==> src/rtl/distance_zone_classifier.sv <==
// -----------------------------------------------------------------------------
// distance_zone_classifier
//
// Sorts each valid distance sample into a proximity zone (0 clear, 1 far,
// 2 mid, 3 near). The committed zone changes only after DEBOUNCE consecutive
// samples agree on it. Moving to a farther zone uses thresholds raised by
// HYST, so a reading just past a boundary does not make the zone chatter.
// INVALID_LIMIT consecutive zero (no echo) samples raise a sensor fault and
// force the zone to clear.
//
// Ports
//   clk             rising-edge clock
//   rst             synchronous active-high reset
//   distance_value  distance sample, 0 = invalid / no echo
//   distance_valid  sample strobe
//   zone            committed zone, registered
//   alarm_active    zone != 0 and no fault, registered
//   zone_changed    one-cycle pulse per committed zone change
//   fault           INVALID_LIMIT consecutive zero samples seen
// -----------------------------------------------------------------------------
module distance_zone_classifier #(
    parameter int WIDTH         = 16,
    parameter int NEAR_TH       = 50,
    parameter int MID_TH        = 100,
    parameter int FAR_TH        = 200,
    parameter int HYST          = 10,
    parameter int DEBOUNCE      = 3,
    parameter int INVALID_LIMIT = 4
) (
    input  logic             clk,
    input  logic             rst,
    input  logic [WIDTH-1:0] distance_value,
    input  logic             distance_valid,
    output logic [1:0]       zone,
    output logic             alarm_active,
    output logic             zone_changed,
    output logic             fault
);

    // Thresholds are one bit wider than the sample so that a threshold plus
    // HYST cannot wrap around.
    localparam int W1  = WIDTH + 1;
    localparam int DCW = $clog2(DEBOUNCE + 1);
    localparam int ICW = $clog2(INVALID_LIMIT + 1);

    localparam logic [W1-1:0]  NEAR_T = W1'(NEAR_TH);
    localparam logic [W1-1:0]  MID_T  = W1'(MID_TH);
    localparam logic [W1-1:0]  FAR_T  = W1'(FAR_TH);
    localparam logic [W1-1:0]  NEAR_R = W1'(NEAR_TH) + W1'(HYST);
    localparam logic [W1-1:0]  MID_R  = W1'(MID_TH) + W1'(HYST);
    localparam logic [W1-1:0]  FAR_R  = W1'(FAR_TH) + W1'(HYST);
    localparam logic [DCW-1:0] DEB_N  = DCW'(DEBOUNCE);
    localparam logic [ICW-1:0] INV_N  = ICW'(INVALID_LIMIT);

    function automatic logic [1:0] classify(
        input logic [W1-1:0] d,
        input logic [W1-1:0] t_near,
        input logic [W1-1:0] t_mid,
        input logic [W1-1:0] t_far
    );
        if (d < t_near) return 2'd3;
        if (d < t_mid)  return 2'd2;
        if (d < t_far)  return 2'd1;
        return 2'd0;
    endfunction

    logic [1:0]     zone_q, zone_d;
    logic           alarm_q, alarm_d;
    logic           changed_q, changed_d;
    logic           fault_q, fault_d;
    logic [1:0]     pend_q, pend_d;
    logic [DCW-1:0] dcnt_q, dcnt_d;
    logic [ICW-1:0] icnt_q, icnt_d;

    logic [W1-1:0]  dist_ext;
    logic [1:0]     raw_cls;
    logic [1:0]     rel_cls;
    logic [1:0]     cand;
    logic [ICW-1:0] icnt_next;
    logic [DCW-1:0] dcnt_next;
    logic [1:0]     pend_next;

    always_comb begin
        zone_d    = zone_q;
        changed_d = 1'b0;
        fault_d   = fault_q;
        pend_d    = pend_q;
        dcnt_d    = dcnt_q;
        icnt_d    = icnt_q;
        icnt_next = icnt_q;
        dcnt_next = dcnt_q;
        pend_next = pend_q;

        dist_ext = {1'b0, distance_value};
        raw_cls  = classify(dist_ext, NEAR_T, MID_T, FAR_T);
        rel_cls  = classify(dist_ext, NEAR_R, MID_R, FAR_R);
        // Higher zone number is closer; only moves away use the release thresholds.
        cand     = (raw_cls >= zone_q) ? raw_cls : rel_cls;

        if (distance_valid) begin
            if (distance_value == '0) begin
                pend_d = 2'd0;
                dcnt_d = '0;
                if (icnt_q != INV_N) begin
                    icnt_next = icnt_q + 1'b1;
                end
                icnt_d = icnt_next;
                if (icnt_next == INV_N) begin
                    fault_d = 1'b1;
                    if (zone_q != 2'd0) begin
                        zone_d    = 2'd0;
                        changed_d = 1'b1;
                    end
                end
            end else begin
                icnt_d  = '0;
                fault_d = 1'b0;
                if (cand == zone_q) begin
                    pend_d = 2'd0;
                    dcnt_d = '0;
                end else begin
                    if (cand == pend_q) begin
                        pend_next = pend_q;
                        dcnt_next = dcnt_q + 1'b1;
                    end else begin
                        pend_next = cand;
                        dcnt_next = DCW'(1);
                    end
                    if (dcnt_next == DEB_N) begin
                        zone_d    = pend_next;
                        changed_d = 1'b1;
                        pend_d    = 2'd0;
                        dcnt_d    = '0;
                    end else begin
                        pend_d = pend_next;
                        dcnt_d = dcnt_next;
                    end
                end
            end
        end

        alarm_d = (zone_d != 2'd0) && !fault_d;
    end

    always_ff @(posedge clk) begin
        if (rst) begin
            zone_q    <= 2'd0;
            alarm_q   <= 1'b0;
            changed_q <= 1'b0;
            fault_q   <= 1'b0;
            pend_q    <= 2'd0;
            dcnt_q    <= '0;
            icnt_q    <= '0;
        end else begin
            zone_q    <= zone_d;
            alarm_q   <= alarm_d;
            changed_q <= changed_d;
            fault_q   <= fault_d;
            pend_q    <= pend_d;
            dcnt_q    <= dcnt_d;
            icnt_q    <= icnt_d;
        end
    end

    assign zone         = zone_q;
    assign alarm_active = alarm_q;
    assign zone_changed = changed_q;
    assign fault        = fault_q;

endmodule

==> config.mk <==
export PLATFORM = sky130hd
export DESIGN_NAME = distance_zone_classifier
export DESIGN_NICKNAME = d
export VERILOG_FILES = /design/src/rtl/distance_zone_classifier.sv
export SDC_FILE = /design/constraint.sdc
export NUM_CORES = 1
export LEC_CHECK = 0
export ABC_AREA = 1
export CORE_MARGIN = 5
export CORE_UTILIZATION = 45
export CTS_CLUSTER_DIAMETER = 40
export DETAILED_ROUTE_END_ITERATION = 8
export GPL_ROUTABILITY_DRIVEN = 0
export HOLD_SLACK_MARGIN = 0.1
export PLACE_DENSITY = 0.83
export SLEW_MARGIN = 10
export SYNTH_ARGS = -nofsm -noshare
export SYNTH_HDL_FRONTEND = slang
export SYNTH_SLANG_ARGS = --single-unit
==> constraint.sdc <==
create_clock -name clk -period 2.9 [get_ports clk]
set_input_delay 0.58 -clock clk [delete_from_list [all_inputs] [get_ports clk]]
set_output_delay 0.58 -clock clk [all_outputs]
set_load 0.02 [all_outputs]
==> results.txt, run 1 <==
----------------------------------------------------
[Synthesis]
  Post-synthesis average cell area ... 6.413 um2
  Count of different cell masters after synthesis ... 29
  Number of flops mapped to enable cells by yosys ... 0
  Synth Cell Area ... just over 1000 um2
  Count of state elements after synthesis ... 12
  Most used flip-flop cell after synthesis ... sky130_fd_sc_hd__dfxtp_1
  Proportion of synthesized flip-flops having asynchronous set or reset ... 0%
  Post-synthesis net count ... 182
  Post-synthesis sequential area ratio ... 23.56%
  Count of yosys warnings during synthesis ... 0
  Synthesized instance count ... 159

[Flow run]
  Max-capacitance violation count ... 0

[Clocking]
  # H-tree levels ... 1
  Total CTS buffers ... 3
  Clock tree from TritonCTS ... yes
  Clk pin slew, worst setup/hold paths ... about 0.070 ns
  Clock network latency to the later pin of the worst-skew pair ... roughly 0.28 ns
  Clock sinks ... 12
  Root buffer cell ... sky130_fd_sc_hd__clkbuf_4
  CTS max path bufs ... 2

[Timing]
  Setup slack of the critical path after layout ... roughly 0.22 ns
  Number of max-slew violations in the final report ... 0
  Minimum clock period after layout ... 2.676 ns
  Share of the cycle needed by the critical path after routing ... between 90 and 100%
  Final setup fails ... 0
  Transition at the pin with the smallest max-transition slack ... between 0.4 and 0.5 ns
  Clock tree skew after final layout ... roughly 0.0023 ns
  RSZ-0062 raised after global routing ... false
  Max Freq ... about 0.37 GHz
  Final hold vios ... 0
  Relative max-transition margin ... between 70 and 80%

[Placed design]
  HPWL reported at the end of detailed placement ... about 2.0 mm
  I/O Buffers ... 23
  Post-placement worst setup slack ... -0.3350 ns

[Cells and area]
  Antenna cells ... 0
  Leading cell types in the layout, fill and taps excluded ... sky130_fd_sc_hd__nand2_1 (36), sky130_fd_sc_hd__inv_1 (28), sky130_fd_sc_hd__nor2_1 (15)
  Post-layout nets ... 222
  Leading cell type in the layout, fill and taps excluded ... sky130_fd_sc_hd__nand2_1
  Layout filler cell count ... about 180
  Multi-input gate area ... roughly 670 um2
  Layout cell share with drive strength beyond 1 ... between 20% and 30%
  Area growth from synthesis to layout ... 44.29%
  Footprint of the flip-flops and latches ... roughly 240 um2

[Global routing]
  Remaining global-route overflow ... 0
  GRT Util Overall ... 16.40%
  Global-route wire length before repair ... around 4.4 mm
  Number of antenna violations at the first check in global routing ... 0
  Number of global-route vias before repair ... 1079
  Largest net degree at the start of global routing ... 15

[Worst hold path]
  Worst min-delay path category ... reg2reg

[Critical path]
  Maximum fanout along the worst path ... 4
  Timing endpoint of the critical path ... pend_q[0]$_SDFFE_PP0P_
  Worst Path Required ... between 3 and 4 ns
  Critical Path Start ... distance_value[4]
  Crit path kind ... in2reg
  RR Endpoint ... pend_q[0]$_SDFFE_PP0P_
  Sort of element at the end of the critical path ... flip-flop
  Arrival @ worst endpoint ... ~2.9 ns
  Startpoint types ... input pin
  R2r setup slk ... slightly above 0.8 ns
  Worst reg2reg startpoint ... zone[0]$_SDFF_PP0_
  Number of cell instances on the worst register-to-register path ... 12

[Drt]
  Pre-antenna DRT Iters ... 4
  Final antenna-violating net count ... 0
  Via density ... about 5.1
  Wire length reported by the detailed router ... roughly 2.7 mm
  DRC Markers ... 0
  First-iteration detailed-routing DRC count ... 34
  Vias after detailed routing ... about 1100
  WL/cell ... roughly 12 um

[Floorplan]
  Die Y-Extent ... around 58 um
  Std cell rows ... 17
  Die outline area ... about 3300 um2
  Effective utilization at floorplan ... about 47%
  Core area ... between 2000 and 2500 um2
  Top-level I/O count ... 24
  Width of the die ... slightly below 60 um

[Pwr]
  Power per unit of standard cell area ... approximately 310 nW/um2
  Post-layout power ... between 0.0004 and 0.0005 W
  Leak pwr ... roughly 0.8 nW
  Maximum vdd drop ... about 320 uV

[Status]
  Outcome ... complete, no violations

----------------------------------------------------
-- sequential cells by signal, summed over array words and instances (netlist names) --
signal        flops
dcnt_q            2
alarm_active      1
zone              2
icnt_q            3
zone_changed      1
fault             1
pend_q            2
-- cells in the mapped netlist (2+ instances only) --
master                      count  area [um2]
sky130_fd_sc_hd__nor2_1        15       56.30
sky130_fd_sc_hd__nand3_1       13       65.06
sky130_fd_sc_hd__nand2_2        3       18.77
sky130_fd_sc_hd__xor2_1         2       17.52
sky130_fd_sc_hd__nand4_1        3       18.77
sky130_fd_sc_hd__o21ai_0        7       35.03
sky130_fd_sc_hd__nand2_1       36       135.1
sky130_fd_sc_hd__ha_1           4       50.05
sky130_fd_sc_hd__a21oi_1       11       55.05
sky130_fd_sc_hd__nand2_4        3       33.78
sky130_fd_sc_hd__inv_1         31       116.4
sky130_fd_sc_hd__dfxtp_1       12       240.2
sky130_fd_sc_hd__a2111oi_0      2       17.52
sky130_fd_sc_hd__a21oi_2        2       17.52
-- cells by family after synthesis --
| logic type | after synthesis | synth area share, % |
|---|---|---|
| AND/OR/NAND/NOR | 79 | 38.28 |
| buffers and inverters | 34 | 14.11 |
| AO/OA/AOI/OAI | 27 | 15.83 |
| flip-flops | 12 | 23.56 |
| adder cells (fa/ha/maj) | 4 | 4.908 |
| XOR/XNOR | 3 | 3.314 |
-- final cells by class --
cell class              count  share of cell area (%)
flip-flops and latches     12                   16.33
well taps                  28                   2.381
clock buffers               4                   2.466
inverters                  32                   8.163
repair buffers             37                   24.83
multi-input cells         113                   45.83
-- per-stage QoR --
stage	instances	TNS (ns)	util (%)	hold slack (ns)	instance area, um2
final	226	0	67.16	0.5039	1471
after global placement	219	-1.481	61.34	0.4660	1344
after detailed placement	219	-2.314	61.34	0.4885	1344
after floorplan	159	0	-	0.4557	1020
after global routing	226	0	67.16	0.5309	1471
after CTS	223	0	63.11	0.5007	1383
-- report_power, final --
part	internal, W	total [W]	switching, W
clock network	0.0000765	0.000134	0.0000575
registers	0.000173	0.000180	0.00000740
logic	0.0000649	0.000142	0.0000772
-- per-layer routing --
layer / global-route usage (%) / part of all wire (%) / vias up
met4: 5.960 / 1.8 / 0
met2: 29.52 / 50 / 34
met5: 0 / 0 / -
li1: - / - / 585
met3: 2.262 / 5.2 / 7
met1: 19.51 / 43 / 522
-- what timing repair did --
item / CTS / global route
buffers inserted: 0 / 3
endpoints found under the setup margin: 5 / 8
hold buffers: 0 / 0
pin swaps: 0 / 19
cloned: 0 / 0
gates resized for setup: 2 / 27
hold endpoints to repair: 0 / 0
-- critical path, stage by stage --
cell	delay (ns)
sky130_fd_sc_hd__dlymetal6s2s_1	0.15
sky130_fd_sc_hd__inv_1	0.09
sky130_fd_sc_hd__nand2_1	0.07
sky130_fd_sc_hd__o21bai_1	0.19
sky130_fd_sc_hd__nand3_2	0.11
sky130_fd_sc_hd__nand2_1	0.09
sky130_fd_sc_hd__inv_1	0.04
sky130_fd_sc_hd__ha_1	0.28
sky130_fd_sc_hd__inv_1	0.05
sky130_fd_sc_hd__nand2_1	0.06
sky130_fd_sc_hd__a21oi_2	0.17
sky130_fd_sc_hd__inv_2	0.07
sky130_fd_sc_hd__a21oi_2	0.11
sky130_fd_sc_hd__nand2_2	0.09
sky130_fd_sc_hd__nand2_4	0.10
sky130_fd_sc_hd__xor2_2	0.08
sky130_fd_sc_hd__a21oi_2	0.25
sky130_fd_sc_hd__nand4_1	0.15
sky130_fd_sc_hd__a21oi_2	0.14
-- how the worst min path moves through the flow --
stage,end,slack (ns),cells after the start,start
after floorplan,pend_q[0]$_SDFFE_PP0P_,0.46,2,pend_q[0]$_SDFFE_PP0P_
after detailed placement,pend_q[0]$_SDFFE_PP0P_,0.49,2,pend_q[0]$_SDFFE_PP0P_
after global placement,pend_q[0]$_SDFFE_PP0P_,0.47,2,pend_q[0]$_SDFFE_PP0P_
after CTS,pend_q[0]$_SDFFE_PP0P_,0.50,2,pend_q[0]$_SDFFE_PP0P_
after global routing,pend_q[0]$_SDFFE_PP0P_,0.53,2,pend_q[0]$_SDFFE_PP0P_
final,dcnt_q[0]$_SDFFE_PP0P_,0.50,2,dcnt_q[0]$_SDFFE_PP0P_
(Power assumes the default switching activity.)
==> run 2: changes to the inputs <==
--- a/config.mk
+++ b/config.mk
@@ -7,13 +7,13 @@
 export LEC_CHECK = 0
 export ABC_AREA = 1
 export CORE_MARGIN = 5
-export CORE_UTILIZATION = 45
+export CORE_UTILIZATION = 33
 export CTS_CLUSTER_DIAMETER = 40
 export DETAILED_ROUTE_END_ITERATION = 8
 export GPL_ROUTABILITY_DRIVEN = 0
 export HOLD_SLACK_MARGIN = 0.1
-export PLACE_DENSITY = 0.83
-export SLEW_MARGIN = 10
+export MAX_ROUTING_LAYER = met4
+export PLACE_DENSITY = 0.67
 export SYNTH_ARGS = -nofsm -noshare
 export SYNTH_HDL_FRONTEND = slang
 export SYNTH_SLANG_ARGS = --single-unit
==> run 2 against run 1 <==
Against the previous run: flip-flop and latch count unchanged; routed wire length decreased by 8.8%; clock skew increased by 0.00063 ns; sequential share of layout area decreased by 0.27 points; first-iteration DRC count increased by 35%; fmax decreased by 0.52%; critical path type unchanged; largest cell class unchanged; largest power group unchanged.
==> results.txt, run 2 (same netlist as run 1, synthesis figures left out) <==
----------------------------------------------------
[Worst hold path]
  Instance count along the most critical hold path ... 2 (unchanged)
  End point of the most critical hold path ... dcnt_q[1]$_SDFFE_PP0P_
  Worst hold path startpoint ... dcnt_q[1]$_SDFFE_PP0P_
  Worst min-delay path category ... reg2reg

[Timing]
  Relative max-transition margin ... 72.94% (+0.90 points)
  Transition at the pin with the smallest max-transition slack ... 0.4046 ns (-0.01343 ns)
  Minimum clock period after layout ... 2.690 ns (+0.01410 ns)
  Final setup fails ... 0 (unchanged)
  Clock tree skew after final layout ... 0.002967 ns (+0.0006295 ns)
  Share of the cycle needed by the critical path after routing ... 92.77% (+0.49 points)
  RSZ-0062 raised after global routing ... false
  Setup slack of the critical path after layout ... 0.2096 ns (-0.01410 ns)
  Max Freq ... 0.3717 GHz (-0.52%)
  Final hold vios ... 0 (unchanged)
  Number of max-slew violations in the final report ... 0 (unchanged)

[Cells and area]
  Post-layout nets ... 224 (+0.90%)
  Largest reg by FF count ... icnt_q
  Leading cell type in the layout, fill and taps excluded ... sky130_fd_sc_hd__nand2_1
  Max reg flops ... 3 (unchanged)
  Antenna cells ... 0 (unchanged)
  Leading cell types in the layout, fill and taps excluded ... sky130_fd_sc_hd__nand2_1 (31), sky130_fd_sc_hd__inv_1 (29), sky130_fd_sc_hd__buf_4 (16)
  Final instance area ... 1496 um2 (+1.7%)
  Fin cells ... 233 (+3.1%)
  Layout cell share with drive strength beyond 1 ... 24.50% (+1.3 points)
  Area growth from synthesis to layout ... 46.75%

[Floorplan]
  Effective utilization at floorplan ... 33.96% (-13 points)
  Top-level I/O count ... 24 (unchanged)
  Die Y-Extent ... 65.59 um (+14%)
  Std cell rows ... 20 (+3)
  Core area ... 3003 um2 (+37%)
  Width of the die ... 65.59 um (+14%)
  Die outline area ... 4302 um2 (+30%)

[Pwr]
  Maximum vdd drop ... 213.8 uV (-33%)
  Combinational share of power ... 30.7% (-0.4 points)
  Leak pwr ... 0.8018 nW (about the same)
  Power per unit of standard cell area ... 305.7 nW/um2 (-1.5%)
  Share of total power in the clock network ... 29.9% (+0.6 points)
  Total internal power ... 0.0003153 W (+0.29%)
  Switching Power ... 0.0001422 W (about the same)
  Part of the power in registers ... 39.4% (about the same)
  Post-layout power ... 0.0004575 W (+0.20%)
  Fraction of power spent switching nets ... 31.08% (-0.063 points)

[Global routing]
  GRT Util Overall ... 12.51% (-3.9 points)
  Number of antenna violations at the first check in global routing ... 0 (unchanged)
  Number of global-route vias before repair ... 988 (-8.4%)
  Largest net degree at the start of global routing ... 15 (unchanged)
  Global-route wire length before repair ... 4.202 mm (-4.7%)
  Remaining global-route overflow ... 0 (unchanged)

[Clocking]
  Clk pin slew, worst setup/hold paths ... 0.08 ns (about the same)
  Root buffer cell ... sky130_fd_sc_hd__clkbuf_4
  Clock tree from TritonCTS ... yes
  Cts-stage hold buffer count ... 0 (unchanged)
  Total CTS buffers ... 3 (unchanged)
  CTS max path bufs ... 2 (unchanged)
  # H-tree levels ... 1 (unchanged)
  Clock network latency to the later pin of the worst-skew pair ... 0.28 ns (about the same)
  Clock sinks ... 12 (unchanged)

[Critical path]
  Number of cell instances on the worst register-to-register path ... 12 (unchanged)
  R2r setup slk ... 0.89 ns (+0.07 ns)
  Worst Path Required ... 3.11 ns (about the same)
  Maximum fanout along the worst path ... 4 (unchanged)
  Worst reg2reg startpoint ... zone[0]$_SDFF_PP0_
  RR Endpoint ... pend_q[0]$_SDFFE_PP0P_
  Crit path kind ... in2reg
  Arrival @ worst endpoint ... 2.90 ns (about the same)
  Sort of element at the end of the critical path ... flip-flop
  Startpoint types ... input pin

[Drt]
  Vias after detailed routing ... 1091 (-5.0%)
  DRC Markers ... 0 (unchanged)
  Final antenna-violating net count ... 0 (unchanged)
  Via density ... 4.682 (-7.8%)
  First-iteration detailed-routing DRC count ... 46 (+35%)
  Wire length reported by the detailed router ... 2.422 mm (-8.8%)
  WL/cell ... 10.39 um (-12%)
  Pre-antenna DRT Iters ... 4 (unchanged)

[Placed design]
  I/O Buffers ... 23 (unchanged)
  Post-detailed-placement cell area ... 1365 um2 (+1.6%)
  Post-placement worst setup slack ... -0.3410 ns (-0.005994 ns)
  HPWL reported at the end of detailed placement ... 1.859 mm (-9.2%)
  Placed cells ... 226 (+3.2%)

[Status]
  Outcome ... complete, no violations

[Flow run]
  Max-capacitance violation count ... 0 (unchanged)

----------------------------------------------------
==> run 2: per-stage QoR <==
stage	setup TNS, ns	utilization, %	hold slack, ns
6_report	0	49.83	0.4926
5_1_grt	0	49.83	0.5108
4_1_cts	0	46.63	0.4927
3_5_place_dp	-2.375	45.46	0.4795
3_3_place_gp	-1.922	45.46	0.4766
2_1_floorplan	0	-	0.4557
==> run 2: power by group through the flow <==
| stage | Combinational [W] | Clock (W) | Sequential (W) |
|---|---|---|---|
| 2_1_floorplan | 0.0000767 | 0 | 0.000187 |
| 3_3_place_gp | 0.000135 | 0 | 0.000185 |
| 3_5_place_dp | 0.000136 | 0 | 0.000184 |
| 4_1_cts | 0.000136 | 0.000143 | 0.000180 |
| 5_1_grt | 0.000156 | 0.000154 | 0.000182 |
| 6_report | 0.000140 | 0.000137 | 0.000180 |
==> run 2: what timing repair did <==
| action | in CTS | in global routing |
|---|---|---|
| setup endpoints to repair | 5 | 8 |
| resized for setup | 1 | 27 |
| buffers inserted | 0 | 3 |
| pin swaps | 0 | 18 |
==> run 2: worst max-delay path: stages <==
cell,delay [ns]
sky130_fd_sc_hd__clkdlybuf4s50_1,0.39
sky130_fd_sc_hd__inv_1,0.07
sky130_fd_sc_hd__nand3_1,0.09
sky130_fd_sc_hd__nand2_1,0.09
sky130_fd_sc_hd__nand3_2,0.08
sky130_fd_sc_hd__nand2_1,0.07
sky130_fd_sc_hd__inv_1,0.04
sky130_fd_sc_hd__ha_1,0.29
sky130_fd_sc_hd__inv_2,0.06
sky130_fd_sc_hd__nand2_2,0.04
sky130_fd_sc_hd__a21oi_2,0.16
sky130_fd_sc_hd__inv_2,0.07
sky130_fd_sc_hd__a21oi_2,0.11
sky130_fd_sc_hd__nand2_2,0.09
sky130_fd_sc_hd__nand2_4,0.09
sky130_fd_sc_hd__xor2_2,0.08
sky130_fd_sc_hd__a21oi_2,0.24
sky130_fd_sc_hd__nand4_1,0.13
sky130_fd_sc_hd__a21oi_1,0.14
==> run 2: worst max path at each step <==
stage,startpoint,endpoint,slack [ns]
finish,distance_value[1],pend_q[0]$_SDFFE_PP0P_,0.21
floorplan,distance_value[12],alarm_active$_SDFF_PP0_,0.31
detailed placement,distance_value[5],pend_q[0]$_SDFFE_PP0P_,-0.34
CTS,distance_value[6],alarm_active$_SDFF_PP0_,0.002
global route,distance_value[1],pend_q[0]$_SDFFE_PP0P_,0.02
global placement,distance_value[5],pend_q[0]$_SDFFE_PP0P_,-0.29
==> run 2: per-layer routing <==
| layer | global-route usage [%] | up-vias | share of wire (%) |
|---|---|---|---|
| met5 | - | - | 0 |
| met4 | 3.886 | 0 | 1.4 |
| met3 | 3.077 | 4 | 4.4 |
| met2 | 18.96 | 22 | 42 |
| met1 | 16.39 | 476 | 52 |
| li1 | - | 589 | - |
==> run 2: final cells by class <==
cell class | count | area (um2)
fill | 309 | 1506
sequential | 12 | 240.2
tap | 33 | 41.29
multi-input combinational | 113 | 676.9
clock buffer | 4 | 36.28
timing repair buffer | 39 | 381.6
inverter | 32 | 120.1
